## config.mk

```make
export PLATFORM = sky130hd
export DESIGN_NAME = seq_divider
export DESIGN_NICKNAME = d
export VERILOG_FILES = /design/src/rtl/seq_divider.sv
export SDC_FILE = /design/constraint.sdc
export NUM_CORES = 1
export LEC_CHECK = 0
export CAP_MARGIN = 40
export CORE_MARGIN = 3
export CORE_UTILIZATION = 45
export DETAILED_ROUTE_END_ITERATION = 7
export PLACE_DENSITY = 0.63
export SLEW_MARGIN = 30
export SYNTH_ARGS = -nofsm -noshare
export SYNTH_HDL_FRONTEND = slang
export SYNTH_SLANG_ARGS = --single-unit
```

## constraint.sdc

```tcl
create_clock -name clk -period 4.4 [get_ports clk]
set_input_delay 0.66 -clock clk [delete_from_list [all_inputs] [get_ports clk]]
set_output_delay 0.66 -clock clk [all_outputs]
set_load 0.01 [all_outputs]
```

## src/rtl/seq_divider.sv

```systemverilog
// Multicycle restoring divider: one quotient bit per clock, signed/unsigned,
// quotient to resultLow (LO), remainder to resultHigh (HI).
module seq_divider #(
  parameter int WIDTH = 32,
  parameter int CNT_W = $clog2(WIDTH + 1)
) (
  input  logic             clk,
  input  logic             Reset,
  input  logic             DivStart,
  input  logic             SignedMode,
  input  logic [WIDTH-1:0] A,
  input  logic [WIDTH-1:0] B,
  output logic             Busy,
  output logic             DivDone,
  output logic             DivZero,
  output logic [WIDTH-1:0] resultHigh,
  output logic [WIDTH-1:0] resultLow
);

  typedef enum logic [1:0] {S_IDLE, S_RUN, S_FIX, S_DONE} state_t;

  localparam logic [CNT_W-1:0] CNT_INIT = CNT_W'(WIDTH);
  localparam logic [CNT_W-1:0] CNT_ONE  = CNT_W'(1);

  state_t           state_q, state_d;
  logic [WIDTH-1:0] rem_q, rem_d, quo_q, quo_d, dvs_q, dvs_d;
  logic [WIDTH-1:0] hi_q, hi_d, lo_q, lo_d;
  logic [CNT_W-1:0] cnt_q, cnt_d;
  logic             qneg_q, qneg_d, rneg_q, rneg_d, dz_q, dz_d;

  logic             a_neg, b_neg, fits;
  logic [WIDTH:0]   shifted;
  logic [WIDTH-1:0] trial;

  always_comb begin
    a_neg   = SignedMode & A[WIDTH-1];
    b_neg   = SignedMode & B[WIDTH-1];
    shifted = {rem_q, quo_q[WIDTH-1]};
    // The compare is the sign of the (WIDTH+1)-bit trial; when it fits,
    // the difference is below the divisor, so WIDTH bits hold it exactly.
    fits    = shifted >= {1'b0, dvs_q};
    trial   = shifted[WIDTH-1:0] - dvs_q;

    state_d = state_q;
    rem_d   = rem_q;
    quo_d   = quo_q;
    dvs_d   = dvs_q;
    hi_d    = hi_q;
    lo_d    = lo_q;
    cnt_d   = cnt_q;
    qneg_d  = qneg_q;
    rneg_d  = rneg_q;
    dz_d    = dz_q;

    case (state_q)
      S_IDLE: begin
        if (DivStart) begin
          if (B == '0) begin
            lo_d    = '1;
            hi_d    = A;
            dz_d    = 1'b1;
            state_d = S_DONE;
          end else begin
            qneg_d  = a_neg ^ b_neg;
            rneg_d  = a_neg;
            quo_d   = a_neg ? -A : A;
            dvs_d   = b_neg ? -B : B;
            rem_d   = '0;
            cnt_d   = CNT_INIT;
            dz_d    = 1'b0;
            state_d = S_RUN;
          end
        end
      end
      S_RUN: begin
        rem_d = fits ? trial : shifted[WIDTH-1:0];
        quo_d = {quo_q[WIDTH-2:0], fits};
        cnt_d = cnt_q - CNT_ONE;
        if (cnt_q == CNT_ONE) state_d = S_FIX;
      end
      S_FIX: begin
        lo_d    = qneg_q ? -quo_q : quo_q;
        hi_d    = rneg_q ? -rem_q : rem_q;
        state_d = S_DONE;
      end
      default: state_d = S_IDLE;
    endcase
  end

  always_ff @(posedge clk) begin
    if (Reset) begin
      state_q <= S_IDLE;
      rem_q   <= '0;
      quo_q   <= '0;
      dvs_q   <= '0;
      hi_q    <= '0;
      lo_q    <= '0;
      cnt_q   <= '0;
      qneg_q  <= 1'b0;
      rneg_q  <= 1'b0;
      dz_q    <= 1'b0;
    end else begin
      state_q <= state_d;
      rem_q   <= rem_d;
      quo_q   <= quo_d;
      dvs_q   <= dvs_d;
      hi_q    <= hi_d;
      lo_q    <= lo_d;
      cnt_q   <= cnt_d;
      qneg_q  <= qneg_d;
      rneg_q  <= rneg_d;
      dz_q    <= dz_d;
    end
  end

  assign Busy       = (state_q == S_RUN) || (state_q == S_FIX);
  assign DivDone    = (state_q == S_DONE);
  assign DivZero    = dz_q;
  assign resultHigh = hi_q;
  assign resultLow  = lo_q;

endmodule

```

# --- Word level (Yosys, flattened, before mapping) ---
# Index checks and enable logic that the tools add are counted.
op_classes:
  addsub: 6
  n_lt_le_gt_ge: 1
  eq_ne: 8
  muxes: 25
  bitwise_logic: 4
  reduce_logical: 10
op_table:
  columns: ["operator", "count"]
  rows:
  - ["2-to-1 mux 32 bit", 13]
  - ["case mux 32 bit (2 select lines)", 4]
  - ["negation 32 bit", 4]
  - ["greater-or-equal comparator 33 x 32 -> 1 bit", 1]
  - ["zero test 32 bit", 1]
  - ["subtractor 32 bit", 1]
  - ["2-to-1 mux 6 bit", 2]
  - ["case mux 6 bit (2 select lines)", 1]
  - ["AND reduction 3 bit", 3]
  - ["inequality test 2 bit, second input constant", 4]
  - ["equality test 6 x 1 -> 1 bit, second input constant", 1]
  - ["2-to-1 mux 2 bit", 3]
  - ["case mux 2 bit (3 select lines)", 1]
  - ["subtractor 6 x 1 -> 6 bit, second input constant", 1]
  - ["equality test 2 bit, second input constant", 2]
  - ["AND reduction 2 bit", 2]
  - ["nonzero test 2 bit", 2]
  - ["bitwise AND 1 bit", 2]
  - ["equality test 2 x 1 -> 1 bit, second input constant", 1]
  - ["zero test 2 bit", 1]
  - ["logical OR 1 bit", 1]
  - ["2-to-1 mux 1 bit", 1]
  - ["inverter 1 bit", 1]
  - ["bitwise XOR 1 bit", 1]
totals:
  regBits: 171
  in_bits: 68
  out_inout_bits: 67
  wordCells: 64

# --- Depth between registers and ports, before layout ---
# Gate-level depths: netlist of run 1.
logic_depth:
  ltp_word: 5
  ltp_mapped: 13
  mapped_depth_nobuf: 12

# --- Worst setup path after synthesis of run 1 ---
# OpenSTA, ideal clock, no wires.
synth_path:
  kind: "input to register"
  from: "input port B[0]"
  to: "register quo_q[29]"
  setup_time_ns: 0.129
  t_arrival_ns: 2.783
  required_ns: 4.271
  path_slack_ns: 1.487
  path_stages: 12
  path_buffers: 2
  path_cell_list: "inv_1 -> ha_1 -> or3b_2 -> nor4_1 -> and4_1 -> buf_2 -> nor2_1 -> a21oi_2 -> buf_2 -> nor3_1 -> a31oi_1 -> o41ai_1"
synth_between:
  elab_chain_len: 3
synth_lines:
  columns: ["item", "line", "text"]
  rows:
  - ["start, declared", "12", "input logic [WIDTH-1:0] B,"]
  - ["zero test 32 bit", "58", "if (B == '0) begin"]
  - ["inequality test 2 bit (no line)", null, null]
  - ["AND reduction 3 bit (no line)", null, null]
  - ["end signal, assigned", "105", "quo_q <= quo_d;"]
  - ["end, declared", "26", "logic [WIDTH-1:0] rem_q, rem_d, quo_q, quo_d, dvs_q, dvs_d;"]
# Every way passes these cells.
# A chain may end at the register's enable or synchronous reset.

# --- Final worst setup path of run 1 ---
layout_path:
  from: "input port B[0]"
  to: "register rem_q[25]"
layout_between:
  elab_chain_len: 3
layout_lines:
  columns: ["item", "line", "text"]
  rows:
  - ["zero test 32 bit", "58", null]
  - ["inequality test 2 bit (no line)", null, null]
  - ["AND reduction 3 bit (no line)", null, null]
  - ["end signal, assigned", "104", "rem_q <= rem_d;"]
  - ["end, declared", "26", null]
# Every way passes these cells.

==> results of run 1 <==
-- Yosys cell counts (5+ instances only) --
library cell  instances
dfxtp_1             171
nor2_1              162
nand2_1             157
a21oi_1             110
o21ai_0              94
xor2_1               91
a211oi_1             75
clkbuf_1             72
inv_1                66
xnor2_1              55
ha_1                 42
nor3_1               30
o31ai_1              30
mux2i_1              29
o211ai_1             28
nand3_1              18
o41ai_1              17
nor4_1               16
or4_1                16
buf_2                14
nand4_1              13
or3_1                13
a311oi_1             12
a32oi_1              12
a21o_1               10
and2_1                8
nand2b_1              8
a31oi_1               7
and3_1                6
nand4b_1              5
o21a_1                5
-- cell usage in the layout, fill, tap and decap left out, types with 6 or more instances in the layout --
| cell | netlist | routed |
|---|---|---|
| a31oi_1 | 7 | 7 |
| and3_1 | 6 | 6 |
| o31ai_1 | 30 | 30 |
| o211ai_1 | 28 | 28 |
| o21ai_0 | 94 | 94 |
| nand2b_1 | 8 | 8 |
| or4_1 | 16 | 16 |
| xnor2_1 | 55 | 55 |
| xor2_1 | 91 | 91 |
| clkbuf_16 | 0 | 17 |
| nor3_1 | 30 | 30 |
| nor2_1 | 162 | 161 |
| a211oi_1 | 75 | 75 |
| clkdlybuf4s50_1 | 0 | 133 |
| mux2i_1 | 29 | 29 |
| nand3_1 | 18 | 18 |
| a21o_1 | 10 | 10 |
| buf_4 | 4 | 25 |
| a311oi_1 | 12 | 12 |
| nand2_1 | 157 | 157 |
| o41ai_1 | 17 | 17 |
| or3_1 | 13 | 13 |
| a21oi_1 | 110 | 110 |
| nand4_1 | 13 | 13 |
| and2_1 | 8 | 8 |
| a32oi_1 | 12 | 12 |
| nor4_1 | 16 | 16 |
| ha_1 | 42 | 41 |
| dfxtp_1 | 171 | 170 |
| inv_1 | 66 | 66 |
-- worst max path at each step --
stage | slack, ns | end
after floorplan | 1.49 | quo_q[29]
after global placement | 0.57 | resultLow[22]
after detailed placement | 0.60 | rem_q[21]
after CTS | 1.05 | rem_q[22]
after global routing | 0.81 | rem_q[0]
final | 1.08 | rem_q[25]
-- power breakdown --
| part | switching (mW) | leakage (nW) | internal, mW |
|---|---|---|---|
| Combinational | 1.84 | 3.44 | 1.17 |
| Clock | 0.804 | 0.303 | 0.791 |
| Sequential | 0.278 | 1.39 | 1.83 |
-- state kept, by name, summed over array words and instances, names as in the netlist --
| register | cells |
|---|---|
| resultLow | 32 |
| rneg_q | 1 |
| dvs_q | 32 |
| state_q | 2 |
| DivZero | 1 |
| qneg_q | 1 |
| resultHigh | 32 |
| rem_q | 32 |
| quo_q | 32 |
| cnt_q | 6 |
-- per-stage QoR --
step	worst slack (ns)	utilization
after floorplan	1.49	-
after global placement	0.568	0.527
after detailed placement	0.605	0.530
after CTS	1.05	0.555
after global routing	0.812	0.555
final	1.08	0.555
-- kinds of logic (layout without fill, tap and decap cells) --
logic type,count (synthesis),in the layout,share of synthesized area
simple gates,483,483,0.204
compound gates,439,439,0.252
flops,171,171,0.300
buf+inv,164,262,0.0585
xor+xnor,146,146,0.112
fa+ha+maj,43,43,0.0478
mux,30,30,0.0264
-- layout make-up --
cell class              instances  area (µm²)  share of cell area
multi-input cells            1141        7360               0.538
flip-flops and latches        171        3420               0.251
repair buffers                163        1600               0.117
clock buffers                  17         425              0.0311
well taps                     324         405              0.0297
inverters                      67         251              0.0184
clock inverters                15         196              0.0144
-- worst register-to-register path, delay by kind of cell, from the launching register on --
family          cells  cell delay (ns)
compound gates      5             1.07
buf+inv             3             0.68
simple gates        2             0.39
flops               1             0.30
mux                 1             0.38
fa+ha+maj           1             0.40
-- metal layers --
layer  vias to the layer above  share of wire
met5                         -              0
met4                         0          0.032
li1                       5496              -
met2                       277           0.47
met1                      5179           0.45
met3                        48          0.047
==> results.sh, run 1 <==
export IMPL_gp_routability_congestion=0.920
export IMPL_synthDominantAreaCellType="dfxtp_1"
export IMPL_synth_edff_count=0
export IMPL_die_x_um=165
export IMPL_post_route_cells_drive_above_1_share=0.0591
export IMPL_finalPower_mw=6.71
export IMPL_row_cnt=57
export IMPL_r2r_start="rem_q[18]"
export IMPL_route_detailed_drc=0
export IMPL_rsz0062_at_grt="no"
export IMPL_post_cts_resize_count=0
export IMPL_maximum_frequency_from_static_timing_analysis_ghz=0.302
export IMPL_regToRegEndpoint="rem_q[0]"
export IMPL_syn_area_per_cell_um2=7.73
export IMPL_yosysUniqueCellTypes=79
export IMPL_clkLatencyLatePin_ns=0.45
export IMPL_layout_min_cycle_time_ns=3.32
export IMPL_timing_worst_slew_pin_value_ns=0.835
export IMPL_postSynth_topFlopCell="dfxtp_1"
export IMPL_setup_viol=0
export IMPL_synth_seq_area_share=0.300
export IMPL_postPlaceCellArea_mm2=0.0130
export IMPL_timing_final_crit_share=0.753
export IMPL_postSynthRegisterBits=171
export IMPL_drtIter0Drc=815
export IMPL_timing_setup_tns_ns=0
export IMPL_setup_reg_to_reg_worst_slack_ns=1.10
export IMPL_insertedDiodeCount=0
export IMPL_worst_clock_skew_ns=0.0135
export IMPL_yosys_warnings=0
export IMPL_cellPowerDensity_mw_per_mm2=491
export IMPL_core_mm2=0.0246
export IMPL_synth_area_mm2=0.0114
export IMPL_worst_hold_path_endpoint="resultHigh[9]"
export IMPL_synthTopCellsByArea="dfxtp_1 (30%), xor2_1 (7.0%), nor2_1 (5.3%), nand2_1 (5.2%), a211oi_1 (4.9%)"
export IMPL_crit_chain="clkdlybuf4s50_1 -> inv_1 -> ha_1 -> or3b_2 -> nor4_1 -> and4_1 -> buf_4 -> nor2_4 -> a21oi_2 -> buf_4 -> nand2_1 -> a21boi_0 -> a221oi_1"
export IMPL_die_footprint_mm2=0.0273
export IMPL_worst_path_largest_cell_delay_ns=0.51
export IMPL_crit_path_launch="B[0]"
export IMPL_holdBufCountCts=0
export IMPL_globalRouteTotalUtil=0.251
export IMPL_slew_limit_headroom=0.438
export IMPL_crit_path_frequent_cell="buf_4"
export IMPL_grt_pass1_wl_mm=54.3
export IMPL_nets=1672
export IMPL_io_pins=135
export IMPL_holdCritStartpoint="resultHigh[9]"
export IMPL_detail_route_wl_per_cell_um=18.3
export IMPL_dp_cells=1865
export IMPL_final_max_slew_violation_count=0
export IMPL_maxCapViolations=0
export IMPL_critPathLaunchType="input port"
export IMPL_timing_critical_path_arrival_ns=3.67
export IMPL_cp_data_required_time_ns=4.75
export IMPL_post_dp_hpwl_mm=26.5
export IMPL_cp_buffers_inverters=4
export IMPL_grtUsageMet1=0.330
export IMPL_dr_total_vias=11000
export IMPL_timing_reg2reg_worst_path_depth=12
export IMPL_drt_pre_antenna_iters=6
export IMPL_min_delay_path_depth=2
export IMPL_totalWireLength_mm=34.7
export IMPL_first_global_vias=10000
export IMPL_grt_start_max_net_pins=66
export IMPL_port_buffer_count=134
export IMPL_setup_worst_path_class="input port to register"
export IMPL_final_cell_count_no_fill=1898
export IMPL_worst_setup_path_end_kind="register"
export IMPL_setup_bufs_post_cts=0
export IMPL_async_flop_share=0
export IMPL_initial_utilization=0.464
export IMPL_hold_viol=0
export IMPL_leakage_nw=5.13
export IMPL_worstSetupPathDepth=13
export IMPL_hold_worst_slack_ns=0.458
export IMPL_htree_levels=4
export IMPL_worst_hold_path_type="register to register"
export IMPL_netlist_instances=1476
export IMPL_clock_root_buffer="clkbuf_16"
export IMPL_globalRouteOverflowTotal=0
export IMPL_syn_nets=1587
export IMPL_ant_nets=0
export IMPL_fin_area_mm2=0.0137
export IMPL_met2_usage=0.420
export IMPL_synth_largest_type_area_fraction=0.300
export IMPL_clock_sink_count=171
export IMPL_cp_slowest_cell="or3b_2"
export IMPL_antenna_found_initial=0
export IMPL_vdd_drop_max_v=0.000310
export IMPL_average_vias_per_placed_instance=5.80
export IMPL_die_height_um=165
export IMPL_area_growth_pct=19.8
export IMPL_cts_made_buffers=17
export IMPL_worst_path_max_fanout=20
export IMPL_globalRouteMet3Util=0.0342
export IMPL_cts_clk_slew_worst_paths_ns=0.08
export IMPL_path_delay_family="simple AND/OR/NAND/NOR gates"
export IMPL_number_of_buffers_on_the_longest_clock_path=2
export IMPL_most_heavily_used_metal_layer_in_global_routing="met2"
export IMPL_tritoncts="built"
export IMPL_outcome="finished, final reports clean"
export IMPL_num_fill_cells=2356
No activity file was read; power rests on OpenSTA's default activity.
==> run 2, diff against run 1 <==
- clock period: 4.4 -> 3.2 ns (I/O delays scaled with it)
==> results.sh, run 2 (same netlist as run 1, synthesis figures left out) <==
export IMPL_detail_route_wl_per_cell_um=18.2
export IMPL_hold_viol=0
export IMPL_power_frac_seq=0.306
export IMPL_internal_power_mw=5.39
export IMPL_timing_final_crit_share=0.951
export IMPL_dr_total_vias=11400
export IMPL_slew_limit_headroom=0.539
export IMPL_mostFrequentLayoutCell="dfxtp_1"
export IMPL_maxCapViolations=0
export IMPL_timing_critical_path_arrival_ns=3.37
export IMPL_drtIter0Drc=806
export IMPL_final_max_slew_violation_count=0
export IMPL_cellPowerDensity_mw_per_mm2=655
export IMPL_maximum_frequency_from_static_timing_analysis_ghz=0.329
export IMPL_critPathLaunchType="register"
export IMPL_layout_min_cycle_time_ns=3.04
export IMPL_first_global_vias=11000
export IMPL_worst_clock_skew_ns=0.0133
export IMPL_setup_bufs_post_cts=0
export IMPL_combinationalPowerShare=0.464
export IMPL_final_cell_count_no_fill=1988
export IMPL_core_mm2=0.0246
export IMPL_globalRouteTotalUtil=0.266
export IMPL_cts_made_buffers=17
export IMPL_tritoncts="built"
export IMPL_worst_hold_path_type="input port to register"
export IMPL_rsz0062_at_grt="no"
export IMPL_clock_root_buffer="clkbuf_16"
export IMPL_outcome="finished, final reports clean"
export IMPL_die_height_um=165
export IMPL_postLayoutCoreUtil=0.587
export IMPL_die_footprint_mm2=0.0273
export IMPL_leakage_nw=5.61
export IMPL_grt_start_max_net_pins=133
export IMPL_power_switching_mw=4.06
export IMPL_port_buffer_count=134
export IMPL_htree_levels=4
export IMPL_setup_viol=0
export IMPL_ant_nets=0
export IMPL_grt_pass1_wl_mm=57.3
export IMPL_finalPower_mw=9.45
export IMPL_number_of_buffers_on_the_longest_clock_path=2
export IMPL_row_cnt=57
export IMPL_post_cts_resize_count=0
export IMPL_clock_sink_count=171
export IMPL_worst_setup_path_end_kind="register"
export IMPL_average_vias_per_placed_instance=5.72
export IMPL_initial_utilization=0.464
export IMPL_totalWireLength_mm=36.3
export IMPL_switching_share=0.429
export IMPL_holdBufCountCts=0
export IMPL_nets=1762
export IMPL_worst_path_max_fanout=8
export IMPL_dp_cells=1956
export IMPL_io_pins=135
export IMPL_post_dp_hpwl_mm=28.0
export IMPL_route_detailed_drc=0
export IMPL_clock_power_share=0.229
export IMPL_antenna_found_initial=1
export IMPL_num_fill_cells=2314
export IMPL_globalRouteOverflowTotal=0
export IMPL_cp_data_required_time_ns=3.52
export IMPL_area_growth_pct=26.5
export IMPL_gp_routability_congestion=0.951
export IMPL_layout_cells_most_common_list="dfxtp_1 (171), nor2_1 (161), nand2_1 (157), clkdlybuf4s50_1 (133), a21oi_1 (110)"
export IMPL_cts_clk_slew_worst_paths_ns=0.08
export IMPL_drt_pre_antenna_iters=7
export IMPL_setup_worst_path_class="register to register"
export IMPL_insertedDiodeCount=0
export IMPL_timing_worst_slew_pin_value_ns=0.691
export IMPL_clkLatencyLatePin_ns=0.45
export IMPL_die_x_um=165
export IMPL_vdd_drop_max_v=0.000365
export IMPL_post_route_cells_drive_above_1_share=0.109
[run 2: cell types whose count changed in the layout (fill, tap and decap cells not counted), sizes merged]
cell,delta
buf,+90
clkinv,+1
inv,-1
[run 2: metal layers]
metal  GRT usage  routed length, µm  vias up
li1            -                  -     5662
met4       0.141               1850        2
met5           0                 10        -
met1       0.334              15600     5297
met2       0.433              16700      330
met3      0.0474               2030       80
[run 2: cell type report]
class | instances | area [µm²] | area share
Timing Repair Buffer | 253 | 2390 | 0.166
Tap cell | 324 | 405 | 0.0281
Clock buffer | 17 | 425 | 0.0295
Multi-Input combinational cell | 1141 | 7360 | 0.510
Sequential cell | 171 | 3420 | 0.237
Inverter | 67 | 251 | 0.0174
Clock inverter | 15 | 184 | 0.0127
[run 2: path summary, 6_finish.rpt]
check | slack [ns] | end | startpoint | cells after the start
worst max-delay path | 0.16 | rem_q[28] | rem_q[19] | 9
worst min-delay path | 0.30 | rneg_q | Reset | 2
worst max register to register | 0.16 | rem_q[28] | rem_q[19] | 9
worst min register to register | 0.45 | resultHigh[6] | resultHigh[6] | 2
[run 2: critical path, stage by stage (launching register included)]
cell and delay, ns:
dfxtp_1 0.56, ha_1 0.39, nand4_1 0.28, o22ai_1 0.14, o41ai_1 0.43, a31oi_1 0.15
o21ai_0 0.37, a211oi_1 0.14, nor4_1 0.34, o21ai_0 0.12
[run 2: power groups by stage]
stage | combinational [mW] | clock, mW | sequential, mW
2_1_floorplan | 2.88 | 0 | 2.88
3_3_place_gp | 4.30 | 0 | 2.94
3_5_place_dp | 4.36 | 0 | 2.94
4_1_cts | 4.39 | 2.19 | 2.89
5_1_grt | 4.86 | 2.28 | 2.95
6_report | 4.39 | 2.17 | 2.89
[run 2: metrics by stage]
stage	hold slack, ns	instance area (µm²)	setup slack [ns]	TNS, ns
global route	0.293	14400	0.00693	0
finish	0.300	14400	0.156	0
global placement	0.440	13800	-0.0870	-0.441
detailed placement	0.448	13800	-0.163	-1.52
CTS	0.281	14400	0.221	0
floorplan	0.450	11400	0.446	0
